**src/rtl/array_seq_ctrl.sv**
```systemverilog
// rtl/array_seq_ctrl.sv - bit-serial register-file sequencer for the PE array (optional host load port: ARRAY_SEQ_LOAD_EN)
module array_seq_ctrl #(
    parameter int WIDTH  = 32,
    parameter int NREG   = 32,
    parameter int PE_N   = 16,
    parameter int ADDR_W = 10
) (
    input  logic              clk,
    input  logic              reset,
    input  logic              instr_valid,
    output logic              instr_ready,
    input  logic [31:0]       instr,
    output logic              busy,
    output logic              done,
    output logic              err,
    output logic [3:0]        alu_op,
    output logic              first_bit,
    output logic [ADDR_W-1:0] addra,
    output logic [ADDR_W-1:0] addrb,
    output logic              wea,
    output logic              web,
    output logic [PE_N-1:0]   dia,
    output logic              east,
    output logic              west,
    output logic              south,
    output logic              north,
    input  logic              load_valid,
    output logic              load_ready,
    input  logic [ADDR_W-1:0] load_addr,
    input  logic [PE_N-1:0]   load_data
);
    localparam int KW = (WIDTH > 2) ? $clog2(WIDTH) : 1;

    typedef enum logic [1:0] {S_IDLE, S_READ, S_WRITE, S_DONE} state_t;

    state_t            state_q, state_d;
    logic [KW-1:0]     k_q, k_d;
    logic [20:0]       instr_q, instr_d;
    logic [ADDR_W-1:0] addra_q, addra_d, addrb_q, addrb_d;
    logic [PE_N-1:0]   dia_q, dia_d;
    logic [3:0]        alu_op_q, alu_op_d, dir_q, dir_d;
    logic              wea_q, wea_d, web_q, web_d, first_bit_q, first_bit_d;
    logic              busy_q, busy_d, done_q, done_d, err_q, err_d;

    logic [20:0] ins;
    logic [5:0]  opc;
    logic [4:0]  rd, rs1, rs2;
    logic        is_alu, is_shift, illegal, load_fire, go_read;
    logic [3:0]  dir_sel;
    int          step, k_cur, k_nxt;
    logic        unused_instr;

    assign unused_instr = ^instr[10:0];

    function automatic logic [ADDR_W-1:0] bit_addr(input logic [4:0] r, input int k);
        return ADDR_W'(int'(r) * WIDTH + k);
    endfunction

    assign instr_ready = reset && (state_q == S_IDLE);
`ifdef ARRAY_SEQ_LOAD_EN
    assign load_ready  = reset && (state_q == S_IDLE) && !instr_valid;
    assign load_fire   = load_valid && load_ready;
`else
    logic unused_load;
    assign unused_load = ^{load_valid, load_addr, load_data};
    assign load_ready  = 1'b0;
    assign load_fire   = 1'b0;
`endif

    // Decode the incoming instruction while idle, the latched one otherwise
    always_comb begin
        ins      = (state_q == S_IDLE) ? instr[31:11] : instr_q;
        opc      = ins[20:15];
        rd       = ins[14:10];
        rs1      = ins[9:5];
        rs2      = ins[4:0];
        is_alu   = (opc <= 6'd4) || (opc == 6'd9);
        is_shift = (opc >= 6'd5) && (opc <= 6'd8);
        illegal  = !(is_alu || is_shift) || (int'(rd) >= NREG) || (int'(rs1) >= NREG)
                   || ((opc <= 6'd4) && (int'(rs2) >= NREG));
        dir_sel  = 4'b0000;
        case (opc)
            6'd5:    dir_sel = 4'b1000;
            6'd6:    dir_sel = 4'b0100;
            6'd7:    dir_sel = 4'b0010;
            6'd8:    dir_sel = 4'b0001;
            default: dir_sel = 4'b0000;
        endcase
    end

    // Next state and next registered outputs; outputs describe the state being entered
    always_comb begin
        state_d     = state_q;
        k_d         = k_q;
        instr_d     = instr_q;
        alu_op_d    = alu_op_q;
        addra_d     = '0;
        addrb_d     = '0;
        dia_d       = '0;
        wea_d       = 1'b0;
        web_d       = 1'b0;
        first_bit_d = 1'b0;
        busy_d      = 1'b0;
        done_d      = 1'b0;
        err_d       = 1'b0;
        dir_d       = 4'b0000;
        go_read     = 1'b0;
        step        = is_shift ? 2 : 1;
        k_cur       = int'(k_q);
        k_nxt       = k_cur;
        case (state_q)
            S_IDLE: begin
                if (instr_valid) begin
                    instr_d  = ins;
                    alu_op_d = opc[3:0];
                    if (illegal) begin
                        state_d = S_DONE;
                        done_d  = 1'b1;
                        err_d   = 1'b1;
                    end else begin
                        go_read = 1'b1;
                        k_nxt   = 0;
                    end
                end else if (load_fire) begin
`ifdef ARRAY_SEQ_LOAD_EN
                    wea_d   = 1'b1;
                    addra_d = load_addr;
                    dia_d   = load_data;
`endif
                end
            end
            S_READ: begin
                state_d = S_WRITE;
                busy_d  = 1'b1;
                dir_d   = dir_sel;
                wea_d   = 1'b1;
                addra_d = bit_addr(rd, k_cur);
                if (is_shift) begin
                    web_d   = 1'b1;
                    addrb_d = bit_addr(rd, k_cur + 1);
                end
            end
            S_WRITE: begin
                if (k_cur >= WIDTH - step) begin
                    state_d = S_DONE;
                    done_d  = 1'b1;
                end else begin
                    go_read = 1'b1;
                    k_nxt   = k_cur + step;
                end
            end
            S_DONE:  state_d = S_IDLE;
            default: state_d = S_IDLE;
        endcase
        if (go_read) begin
            state_d     = S_READ;
            busy_d      = 1'b1;
            k_d         = KW'(k_nxt);
            dir_d       = dir_sel;
            addra_d     = bit_addr(rs1, k_nxt);
            addrb_d     = is_shift ? bit_addr(rs1, k_nxt + 1) : bit_addr(rs2, k_nxt);
            first_bit_d = is_alu && (k_nxt == 0);
        end
    end

    // State and output registers with synchronous active-low reset
    always_ff @(posedge clk) begin
        if (!reset) begin
            state_q     <= S_IDLE;
            k_q         <= '0;
            instr_q     <= '0;
            alu_op_q    <= '0;
            addra_q     <= '0;
            addrb_q     <= '0;
            dia_q       <= '0;
            wea_q       <= 1'b0;
            web_q       <= 1'b0;
            first_bit_q <= 1'b0;
            busy_q      <= 1'b0;
            done_q      <= 1'b0;
            err_q       <= 1'b0;
            dir_q       <= '0;
        end else begin
            state_q     <= state_d;
            k_q         <= k_d;
            instr_q     <= instr_d;
            alu_op_q    <= alu_op_d;
            addra_q     <= addra_d;
            addrb_q     <= addrb_d;
            dia_q       <= dia_d;
            wea_q       <= wea_d;
            web_q       <= web_d;
            first_bit_q <= first_bit_d;
            busy_q      <= busy_d;
            done_q      <= done_d;
            err_q       <= err_d;
            dir_q       <= dir_d;
        end
    end

    assign busy      = busy_q;
    assign done      = done_q;
    assign err       = err_q;
    assign alu_op    = alu_op_q;
    assign first_bit = first_bit_q;
    assign addra     = addra_q;
    assign addrb     = addrb_q;
    assign wea       = wea_q;
    assign web       = web_q;
    assign dia       = dia_q;
    assign east      = dir_q[3];
    assign west      = dir_q[2];
    assign south     = dir_q[1];
    assign north     = dir_q[0];
endmodule

```
**config.mk**
```make
export PLATFORM = sky130hd
export DESIGN_NAME = array_seq_ctrl
export DESIGN_NICKNAME = d
export VERILOG_FILES = /design/src/rtl/array_seq_ctrl.sv
export SDC_FILE = /design/constraint.sdc
export NUM_CORES = 1
export LEC_CHECK = 0
export ABC_AREA = 1
export BUFFER_PORTS_ARGS = -buffer_cell sky130_fd_sc_hd__clkbuf_2
export CORE_MARGIN = 2
export CORE_UTILIZATION = 33
export DETAILED_ROUTE_END_ITERATION = 7
export GPL_TIMING_DRIVEN = 1
export PLACE_DENSITY = 0.62
export SLEW_MARGIN = 5
export SYNTH_ARGS = -nofsm -noshare
export SYNTH_HDL_FRONTEND = slang
export SYNTH_SLANG_ARGS = --single-unit
export TNS_END_PERCENT = 100
```
**constraint.sdc**
```tcl
create_clock -name clk -period 3.65 [get_ports clk]
set_input_delay 0.1825 -clock clk [delete_from_list [all_inputs] [get_ports clk]]
set_output_delay 0.1825 -clock clk [all_outputs]
set_load 0.03 [all_outputs]
```
==> flow_metrics.env, run 1 <==
export IMPL_status="finished, violations left"
export IMPL_failed_checks="negative setup slack"
export IMPL_route_detailed_vias_per_inst=4.59
export IMPL_antenna_violating_nets_remaining=0
export IMPL_crit_path_top_delay_cell="sky130_fd_sc_hd__dfxtp_4"
export IMPL_detailroute_via_count=3216
export IMPL_grt_max_degree=36
export IMPL_clkSinkCount=58
export IMPL_clock_tree_from_tritoncts="built"
export IMPL_fill_cells=981
export IMPL_dr_pass1_iters=5
export IMPL_postLayoutSetupSlackWorst_ps=-86.1
export IMPL_wl_per_cell_um=12.9
export IMPL_synth_seq_area_share_pct=35.2
export IMPL_clock_power_share_pct=18.1
export IMPL_synthArstFlopShare_pct=0
export IMPL_syn_mean_instance_area_um2=7.34
export IMPL_ys_ff_latch=58
export IMPL_number_of_remaining_drc_errors=0
export IMPL_top_cell_type_by_total_area_after_synthesis="sky130_fd_sc_hd__dfxtp_1"
export IMPL_coreArea_um2=9730
export IMPL_detailedPlace_worstSlack_ps=-267
export IMPL_grt_first_pass_wirelength_um=14600
export IMPL_clk_insertion_delay_late_ps=350
export IMPL_period_needed_ps=3740
export IMPL_rows=36
export IMPL_yosys_warnings=0
export IMPL_grt_residual_overflow=0
export IMPL_maxCapViolations=0
export IMPL_power_internal_w=0.00182
export IMPL_first_drt_iteration_drcs=142
export IMPL_top_level_ports=114
export IMPL_hold_violations=0
export IMPL_startpoint_type="flop"
export IMPL_worst_endpoint_required_ps=3920
export IMPL_p_sw_share_pct=43.3
export IMPL_setup_viol=3
export IMPL_power_combinational_fraction_pct=56.9
export IMPL_chipHeight_um=104
export IMPL_port_buffers=58
export IMPL_worst_ir_drop_vdd_uv=225
export IMPL_die_area_um2=10800
export IMPL_yosys_cell_types_count=40
export IMPL_finalNetCount=641
export IMPL_critPathCaptureType="flop"
export IMPL_antenna_violations_before_repair=0
export IMPL_start_util_pct=34.0
export IMPL_timing_max_slew_rel_slack_pct=55.4
export IMPL_worst_path_max_fanout=5
export IMPL_p_switching_w=0.00139
export IMPL_max_slew_worst_pin_slew_ps=662
export IMPL_fmax_ghz=0.268
export IMPL_drt_wl_total_um=9040
export IMPL_gr_usage_all_layers_pct=16.8
export IMPL_ctsRootBufferMaster="sky130_fd_sc_hd__clkbuf_8"
export IMPL_cts_path_max_buffers=2
export IMPL_mappedNetlistArea_um2=3300
export IMPL_postSynthCellCount=450
export IMPL_via_count_of_the_first_global_routing_pass=3195
export IMPL_p_per_area_nw_per_um2=710
export IMPL_htree_levels=3
export IMPL_n_antenna_cell=0
export IMPL_stdcell_count=701
export IMPL_final_slew_violations=0
export IMPL_grt_setup_unrepaired="yes"
export IMPL_synth_edf_count=0
export IMPL_numPlacedInstances=663
export IMPL_post_route_cells_drive_above_1_share_pct=38.6
export IMPL_final_gp_congestion=0.865
export IMPL_yosys_most_used_dff="sky130_fd_sc_hd__dfxtp_1"
export IMPL_synthTopCellsByArea="sky130_fd_sc_hd__dfxtp_1, sky130_fd_sc_hd__nand2_1, sky130_fd_sc_hd__o21ai_0, sky130_fd_sc_hd__inv_1, sky130_fd_sc_hd__buf_4"
export IMPL_power_share_sequential_pct=25.0
export IMPL_cp_arrival_ps=4010
export IMPL_critical_path_max_stage_delay_ps=360
export IMPL_timing_clock_skew_ps=8.84
export IMPL_dpl_hpwl_um=6350
export IMPL_final_min_period_over_clock_period_pct=102
export IMPL_critPathKind="reg2reg"
export IMPL_path_clk_slew_ps=60
export IMPL_min_delay_path_class="in2reg"
export IMPL_area_growth_pct=36.8
export IMPL_die_width_um=104
export IMPL_numCtsBuffers=9
export IMPL_finalHoldWorstSlack_ps=87.1
export IMPL_power_leakage_nw=2.18
export IMPL_synth_top_cell_area_share_pct=35.2
-- sequential cells by signal (all words and copies together), names as in the netlist --
name and cells:
k_q 5, addrb 10, dir_q 4, addra 10, err 1, busy 1
first_bit 1, web 1, instr_q 21, wea 1, done 1, state_q 2
-- cell type report --
class / count / area [um2] / share of cell area [%]
Clock buffer: 12 / 145 / 3.21
Tap cell: 133 / 166 / 3.68
Timing Repair Buffer: 119 / 783 / 17.3
Sequential cell: 58 / 1170 / 25.8
Multi-Input combinational cell: 313 / 1980 / 43.8
Inverter: 63 / 240 / 5.32
Clock inverter: 3 / 40.0 / 0.886
-- cells in the final DEF (no fill, tap or decap), types with 10 or more instances in the layout --
master | synthesis | routed
sky130_fd_sc_hd__inv_2 | 5 | 14
sky130_fd_sc_hd__buf_6 | 2 | 10
sky130_fd_sc_hd__nand2_2 | 11 | 17
sky130_fd_sc_hd__nor2_1 | 44 | 41
sky130_fd_sc_hd__nand2_1 | 73 | 55
sky130_fd_sc_hd__dfxtp_1 | 58 | 56
sky130_fd_sc_hd__nand3_1 | 19 | 17
sky130_fd_sc_hd__buf_4 | 22 | 50
sky130_fd_sc_hd__o21ai_0 | 46 | 42
sky130_fd_sc_hd__inv_1 | 56 | 46
sky130_fd_sc_hd__conb_1 | 2 | 19
sky130_fd_sc_hd__nand2_4 | 3 | 15
sky130_fd_sc_hd__clkbuf_2 | 0 | 58
sky130_fd_sc_hd__clkbuf_8 | 0 | 10
sky130_fd_sc_hd__a21oi_1 | 22 | 21
-- critical path, delay by kind of cell (launching register included) --
| family | cells | cell delay, ps |
|---|---|---|
| fa+ha+maj | 3 | 700 |
| compound gates | 2 | 220 |
| xor+xnor | 1 | 170 |
| buf+inv | 7 | 730 |
| flops | 1 | 360 |
| simple gates | 17 | 1440 |
-- power groups by stage --
stage          Sequential (W)  Clock (W)  Combinational, W
2_1_floorplan        0.000901          0          0.000907
3_3_place_gp         0.000802          0           0.00143
3_5_place_dp         0.000804          0           0.00146
4_1_cts              0.000797   0.000592           0.00166
5_1_grt              0.000811   0.000617           0.00200
6_report             0.000802   0.000580           0.00182
-- worst paths after layout --
| kind | end | from | slack (ps) | cells after the start |
|---|---|---|---|---|
| min | instr_q[16] | instr[27] | 90 | 3 |
| min reg2reg | instr_q[1] | instr_q[1] | 450 | 2 |
| max | addrb[9] | state_q[1] | -90 | 30 |
| max reg2reg | addrb[9] | state_q[1] | -90 | 30 |
-- repair_timing --
action,in CTS,in global routing
pin swaps,25,28
buffers inserted,18,5
resized for setup,39,37
endpoints found under the setup margin,4,7
gates cloned,1,0
hold buffers,0,0
-- through the flow --
stage / area, um2 / power, W / utilization, % / TNS (ps)
after floorplan: 3390 / 0.00181 / - / 0
after global placement: 3910 / 0.00223 / 40.1 / -390
after detailed placement: 3910 / 0.00226 / 40.1 / -605
after CTS: 4370 / 0.00305 / 44.9 / -151
after global routing: 4520 / 0.00343 / 46.4 / -1100
final: 4520 / 0.00321 / 46.4 / -192
-- cell usage after synthesis (all sizes together) (4+ instances only) --
library cell	number
a21oi	24
buf	26
clkbuf	7
dfxtp	58
ha	13
inv	61
nand2	87
nand3	21
nand4	4
nor2	53
nor3	4
o21ai	55
o22ai	6
xnor2	6
xor2	9
-- layer usage --
layer | vias up | track usage, % | part of all wire [%]
li1 | 1625 | - | -
met1 | 1489 | 19.3 | 42
met2 | 88 | 29.2 | 51
met3 | 14 | 4.89 | 5.3
met4 | 0 | 7.05 | 1.6
met5 | - | 0 | 0
-- kinds of logic after synthesis --
| family | synth area share, % |
|---|---|
| and+or+nand+nor | 24.7 |
| buffers and inverters | 14.0 |
| AOI/OAI and AO/OA | 15.5 |
| DFF | 35.2 |
| adders and majority gates | 6.14 |
| xor gates and xnor gates | 3.98 |
| other | 0.227 |
| muxes | 0.303 |
Power figures use the tool's default switching activity.
==> run 2: changes to the inputs <==
--- a/config.mk
+++ b/config.mk
@@ -7,6 +7,7 @@
 export LEC_CHECK = 0
 export ABC_AREA = 1
 export BUFFER_PORTS_ARGS = -buffer_cell sky130_fd_sc_hd__clkbuf_2
+export CORE_ASPECT_RATIO = 1.25
 export CORE_MARGIN = 2
 export CORE_UTILIZATION = 33
 export DETAILED_ROUTE_END_ITERATION = 7
==> constraint.sdc (replaced) <==
create_clock -name clk -period 3.65 [get_ports clk]
set_input_delay 0 -clock clk [delete_from_list [all_inputs] [get_ports clk]]
set_output_delay 0 -clock clk [all_outputs]
set_load 0.03 [all_outputs]
==> flow_metrics.env, run 2 (synthesis gave the netlist of run 1 again) <==
export IMPL_post_route_cells_drive_above_1_share_pct=33.4
export IMPL_rows=40
export IMPL_antenna_violating_nets_remaining=0
export IMPL_critPathKind="reg2reg"
export IMPL_largest_register_ffs=21
export IMPL_largest_register="instr_q"
export IMPL_grt_use_met3_pct=4.55
export IMPL_timing_clock_skew_ps=8.26
export IMPL_grt_util_met2_pct=30.1
export IMPL_failed_checks="negative hold slack"
export IMPL_timing_max_slew_rel_slack_pct=54.7
export IMPL_coreArea_um2=9660
export IMPL_cts_path_max_buffers=2
export IMPL_port_buffers=58
export IMPL_final_min_period_over_clock_period_pct=98.2
export IMPL_critPathCaptureType="flop"
export IMPL_clock_tree_from_tritoncts="built"
export IMPL_p_per_area_nw_per_um2=722
export IMPL_max_slew_worst_pin_slew_ps=673
export IMPL_finalNetCount=647
export IMPL_status="finished, violations left"
export IMPL_ctsRootBufferMaster="sky130_fd_sc_hd__clkbuf_16"
export IMPL_hold_violations=1
export IMPL_die_area_um2=10800
export IMPL_route_detailed_vias_per_inst=4.61
export IMPL_number_of_remaining_drc_errors=0
export IMPL_grt_residual_overflow=0
export IMPL_maxCapViolations=0
export IMPL_numCtsBuffers=9
export IMPL_global_route_peak_usage_layer="met2"
export IMPL_min_delay_path_class="in2reg"
export IMPL_startpoint_type="flop"
export IMPL_dr_pass1_iters=4
export IMPL_crit_path_top_delay_cell="sky130_fd_sc_hd__fa_2"
export IMPL_power_leakage_nw=2.21
export IMPL_n_antenna_cell=0
export IMPL_design_power_total_w=0.00332
export IMPL_gr_usage_met1_pct=19.9
export IMPL_critical_path_max_stage_delay_ps=460
export IMPL_top_level_ports=114
export IMPL_gr_usage_all_layers_pct=17.3
export IMPL_wl_per_cell_um=12.8
export IMPL_die_width_um=93.5
export IMPL_mostFrequentLayoutCells="sky130_fd_sc_hd__nand2_1, sky130_fd_sc_hd__clkbuf_2, sky130_fd_sc_hd__dfxtp_1, sky130_fd_sc_hd__inv_1, sky130_fd_sc_hd__buf_4"
export IMPL_grt_setup_unrepaired="yes"
export IMPL_setup_viol=0
export IMPL_postLayoutSetupSlackWorst_ps=66.6
export IMPL_period_needed_ps=3580
export IMPL_sum_of_negative_setup_slack_ps=0
export IMPL_antenna_violations_before_repair=0
export IMPL_grt_max_degree=36
export IMPL_cp_arrival_ps=3850
export IMPL_final_slew_violations=0
export IMPL_grt_first_pass_wirelength_um=14300
export IMPL_chipHeight_um=116
export IMPL_via_count_of_the_first_global_routing_pass=3064
export IMPL_fmax_ghz=0.279
export IMPL_path_clk_slew_ps=50
export IMPL_final_gp_congestion=0.886
export IMPL_mostFrequentLayoutCell="sky130_fd_sc_hd__nand2_1"
export IMPL_finalHoldWorstSlack_ps=-3.57
export IMPL_stdcell_count=701
export IMPL_cp_buffers_inverters=5
export IMPL_numPlacedInstances=655
export IMPL_first_drt_iteration_drcs=120
export IMPL_detailroute_via_count=3229
export IMPL_clkSinkCount=58
export IMPL_worst_ir_drop_vdd_uv=325
export IMPL_clk_insertion_delay_late_ps=340
export IMPL_drt_wl_total_um=8940
export IMPL_worst_path_max_fanout=6
export IMPL_critPathTopFamily="adder cells"
export IMPL_htree_levels=3
export IMPL_detailedPlace_worstSlack_ps=-55.0
export IMPL_worst_endpoint_required_ps=3910
export IMPL_area_growth_pct=39.2
export IMPL_start_util_pct=34.2
export IMPL_dpl_hpwl_um=6740
[run 2: metal layers]
| metal | share of wire (%) | up-vias |
|---|---|---|
| li1 | - | 1642 |
| met2 | 51 | 75 |
| met4 | 1.9 | 0 |
| met5 | 0 | - |
| met1 | 43 | 1503 |
| met3 | 4.4 | 9 |
[run 2: tightest hold or removal path, cell delays in order]
cell and delay, ps:
sky130_fd_sc_hd__clkbuf_2 110, sky130_fd_sc_hd__o21ai_0 80, sky130_fd_sc_hd__a21oi_1 100
[run 2: power breakdown]
| part | internal, W | switching, W |
|---|---|---|
| sequential | 0.000748 | 0.0000527 |
| clock | 0.000560 | 0.000291 |
| combinational | 0.000656 | 0.00101 |
| total | 0.00196 | 0.00136 |
[run 2: metrics by stage]
step | hold WS [ps] | utilization [%] | instance area [um2]
global placement | 274 | 40.3 | 3890
global route | 100 | 47.6 | 4600
CTS | 1.79 | 45.8 | 4420
finish | -3.57 | 47.6 | 4600
detailed placement | 278 | 40.3 | 3890
floorplan | 138 | - | 3390
[run 2: repair_timing]
item / CTS / global route
hold buffers: 20 / 0
hold endpoints to repair: 20 / 0
pin swaps: 1 / 24
resized for setup: 6 / 35
endpoints found under the setup margin: 2 / 3
buffers inserted: 1 / 9
[run 2: worst paths after layout]
check | startpoint | end | slack [ps] | cells past startpoint
min reg2reg | instr_q[8] | instr_q[8] | 450 | 2
max | state_q[1] | addrb[9] | 70 | 26
max reg2reg | state_q[1] | addrb[9] | 70 | 26
min | instr[12] | instr_q[1] | -4 | 3
[run 2: cell type report]
cell class | instances | area, um2
Inverter | 63 | 238
Clock inverter | 5 | 52.6
Fill cell | 970 | 5060
Tap cell | 126 | 158
Sequential cell | 58 | 1170
Timing Repair Buffer | 125 | 851
Clock buffer | 11 | 253
Multi-Input combinational cell | 313 | 1880
==> run 3: changes to the inputs <==
--- a/config.mk
+++ b/config.mk
@@ -13,6 +13,7 @@
 export DETAILED_ROUTE_END_ITERATION = 7
 export GPL_TIMING_DRIVEN = 1
 export PLACE_DENSITY = 0.62
+export RECOVER_POWER = 25
 export SLEW_MARGIN = 5
 export SYNTH_ARGS = -nofsm -noshare
 export SYNTH_HDL_FRONTEND = slang
==> flow_metrics.env, run 3 (synthesis gave the netlist of run 1 again) <==
export IMPL_clk_insertion_delay_late_ps=340
export IMPL_cts_path_max_buffers=2
export IMPL_start_util_pct=34.2
export IMPL_hold_violations=1
export IMPL_post_route_cells_drive_above_1_share_pct=29.6
export IMPL_ctsRootBufferMaster="sky130_fd_sc_hd__clkbuf_16"
export IMPL_p_sw_share_pct=40.9
export IMPL_via_count_of_the_first_global_routing_pass=3064
export IMPL_grt_first_pass_wirelength_um=14300
export IMPL_largest_register="instr_q"
export IMPL_drt_wl_total_um=8940
export IMPL_setup_viol=0
export IMPL_grt_setup_unrepaired="yes"
export IMPL_sum_of_negative_setup_slack_ps=0
export IMPL_min_delay_path_class="in2reg"
export IMPL_fmax_ghz=0.280
export IMPL_fill_cells=976
export IMPL_clock_tree_from_tritoncts="built"
export IMPL_failed_checks="negative hold slack"
export IMPL_route_detailed_vias_per_inst=4.59
export IMPL_postPlaceCellArea_um2=3890
export IMPL_htree_levels=3
export IMPL_r2r_worst_path_cells=26
export IMPL_critPathCaptureType="flop"
export IMPL_period_needed_ps=3580
export IMPL_timing_clock_skew_ps=9.18
export IMPL_clkSinkCount=58
export IMPL_power_share_sequential_pct=24.2
export IMPL_timing_max_slew_rel_slack_pct=54.9
export IMPL_multiInputGateArea_um2=1880
export IMPL_timing_rr_end="addrb[9]"
export IMPL_maxCapViolations=0
export IMPL_detailedPlace_worstSlack_ps=-55.0
export IMPL_rows=40
export IMPL_p_switching_w=0.00135
export IMPL_r2r_start="state_q[1]"
export IMPL_worst_endpoint_required_ps=3910
export IMPL_numCtsBuffers=9
export IMPL_power_leakage_nw=2.13
export IMPL_min_to="instr_q[1]"
export IMPL_status="finished, violations left"
export IMPL_gr_usage_all_layers_pct=17.3
export IMPL_final_min_period_over_clock_period_pct=97.9
export IMPL_antenna_violating_nets_remaining=0
export IMPL_p_per_area_nw_per_um2=724
export IMPL_grt_max_degree=36
export IMPL_final_slew_violations=0
export IMPL_detailroute_via_count=3215
export IMPL_finalHoldWorstSlack_ps=-5.94
export IMPL_port_buffers=58
export IMPL_worst_path_max_fanout=6
export IMPL_die_width_um=93.5
export IMPL_top_level_ports=114
export IMPL_cp_arrival_ps=3840
export IMPL_power_internal_w=0.00195
export IMPL_fin_area_um2=4570
export IMPL_startpoint_type="flop"
export IMPL_area_growth_pct=38.4
export IMPL_ff2ff_setup_slack_ps=70
export IMPL_grt_residual_overflow=0
export IMPL_number_of_remaining_drc_errors=0
export IMPL_die_area_um2=10800
export IMPL_coreArea_um2=9660
export IMPL_power_combinational_fraction_pct=50.1
export IMPL_critPathKind="reg2reg"
export IMPL_largest_register_ffs=21
export IMPL_finalNetCount=647
export IMPL_first_drt_iteration_drcs=104
export IMPL_n_antenna_cell=0
export IMPL_path_clk_slew_ps=50
export IMPL_mostFrequentLayoutCell="sky130_fd_sc_hd__nand2_1"
export IMPL_antenna_violations_before_repair=0
export IMPL_mostFrequentLayoutCells="sky130_fd_sc_hd__nand2_1, sky130_fd_sc_hd__dfxtp_1, sky130_fd_sc_hd__inv_1, sky130_fd_sc_hd__buf_4, sky130_fd_sc_hd__o21ai_0"
export IMPL_final_gp_congestion=0.886
export IMPL_max_slew_worst_pin_slew_ps=670
export IMPL_hp_start="instr[12]"
export IMPL_worst_ir_drop_vdd_uv=324
export IMPL_worstHoldPathCells=3
export IMPL_final_seq_area_um2=1170
export IMPL_dr_pass1_iters=4
export IMPL_wl_per_cell_um=12.8
export IMPL_dpl_hpwl_um=6740
export IMPL_chipHeight_um=116
export IMPL_postLayoutSetupSlackWorst_ps=74.9
export IMPL_clock_power_share_pct=25.7
run 3: changes by cell type in the layout (fill, tap and decap cells not counted):
cell and change:
sky130_fd_sc_hd__clkbuf_1 +22, sky130_fd_sc_hd__clkbuf_2 -22
run 3: worst max-delay path by stage:
stage,cells after the start,startpoint,to
2_1_floorplan,30,state_q[1],addrb[9]
3_3_place_gp,27,state_q[1],addrb[9]
3_5_place_dp,29,state_q[1],addrb[9]
4_1_cts,30,state_q[0],addrb[9]
5_1_grt,29,state_q[1],addrb[9]
6_report,26,state_q[1],addrb[9]
run 3: critical path, cell delays in order, from the launching register on:
cell	delay, ps
sky130_fd_sc_hd__dfxtp_4	360
sky130_fd_sc_hd__nor2_4	140
sky130_fd_sc_hd__buf_6	140
sky130_fd_sc_hd__nand2_2	50
sky130_fd_sc_hd__o21ai_2	90
sky130_fd_sc_hd__nand3_4	110
sky130_fd_sc_hd__nor2_4	170
sky130_fd_sc_hd__o21ai_4	80
sky130_fd_sc_hd__ha_4	160
sky130_fd_sc_hd__inv_2	60
sky130_fd_sc_hd__fa_2	460
sky130_fd_sc_hd__nand3_1	100
sky130_fd_sc_hd__nand2_1	50
sky130_fd_sc_hd__nand2_1	70
sky130_fd_sc_hd__nand2_2	70
sky130_fd_sc_hd__inv_2	60
sky130_fd_sc_hd__nand4_1	80
sky130_fd_sc_hd__nand2_1	70
sky130_fd_sc_hd__ha_2	180
sky130_fd_sc_hd__inv_2	40
sky130_fd_sc_hd__fa_2	340
sky130_fd_sc_hd__inv_2	70
sky130_fd_sc_hd__nand3_2	100
sky130_fd_sc_hd__xnor2_2	180
sky130_fd_sc_hd__o21ai_1	120
sky130_fd_sc_hd__nand2_1	60
sky130_fd_sc_hd__o21ai_1	80
run 3: timing repair:
action,4_1_cts,5_1_grt
hold endpoints to repair,20,0
pin swaps,1,24
hold buffers,20,0
setup buffers,1,9
endpoints found under the setup margin,2,3
gates resized for setup,6,35
run 3: layout make-up:
class                   count  share of cell area (%)
clock buffers              11                    5.53
clock inverters             5                    1.15
inverters                  63                    5.20
multi-input cells         313                    41.2
flip-flops and latches     58                    25.5
well taps                 126                    3.45
repair buffers            125                    18.0
run 3: through the flow:
stage / total power [W] / cells / hold WS (ps) / util [%]
6_report: 0.00331 / 701 / -5.94 / 47.3
4_1_cts: 0.00319 / 692 / 1.79 / 45.8
3_5_place_dp: 0.00229 / 655 / 278 / 40.3
5_1_grt: 0.00353 / 701 / 100 / 47.3
2_1_floorplan: 0.00181 / 467 / 138 / -
3_3_place_gp: 0.00227 / 655 / 274 / 40.3
run 3: per-layer routing:
layer  vias to the layer above  track usage (%)  wire length, um
met5                         -                0                0
met4                         0             7.75              115
met3                         9             4.55              456
met2                        78             30.1             4600
met1                      1488             19.9             3770
li1                       1640                -                -
run 3: power groups by stage:
stage               sequential, W  clock (W)  combinational [W]
finish                   0.000800   0.000851            0.00166
detailed placement       0.000808          0            0.00148
global placement         0.000805          0            0.00146
global route             0.000812   0.000899            0.00182
floorplan                0.000901          0           0.000907
CTS                      0.000800   0.000873            0.00152
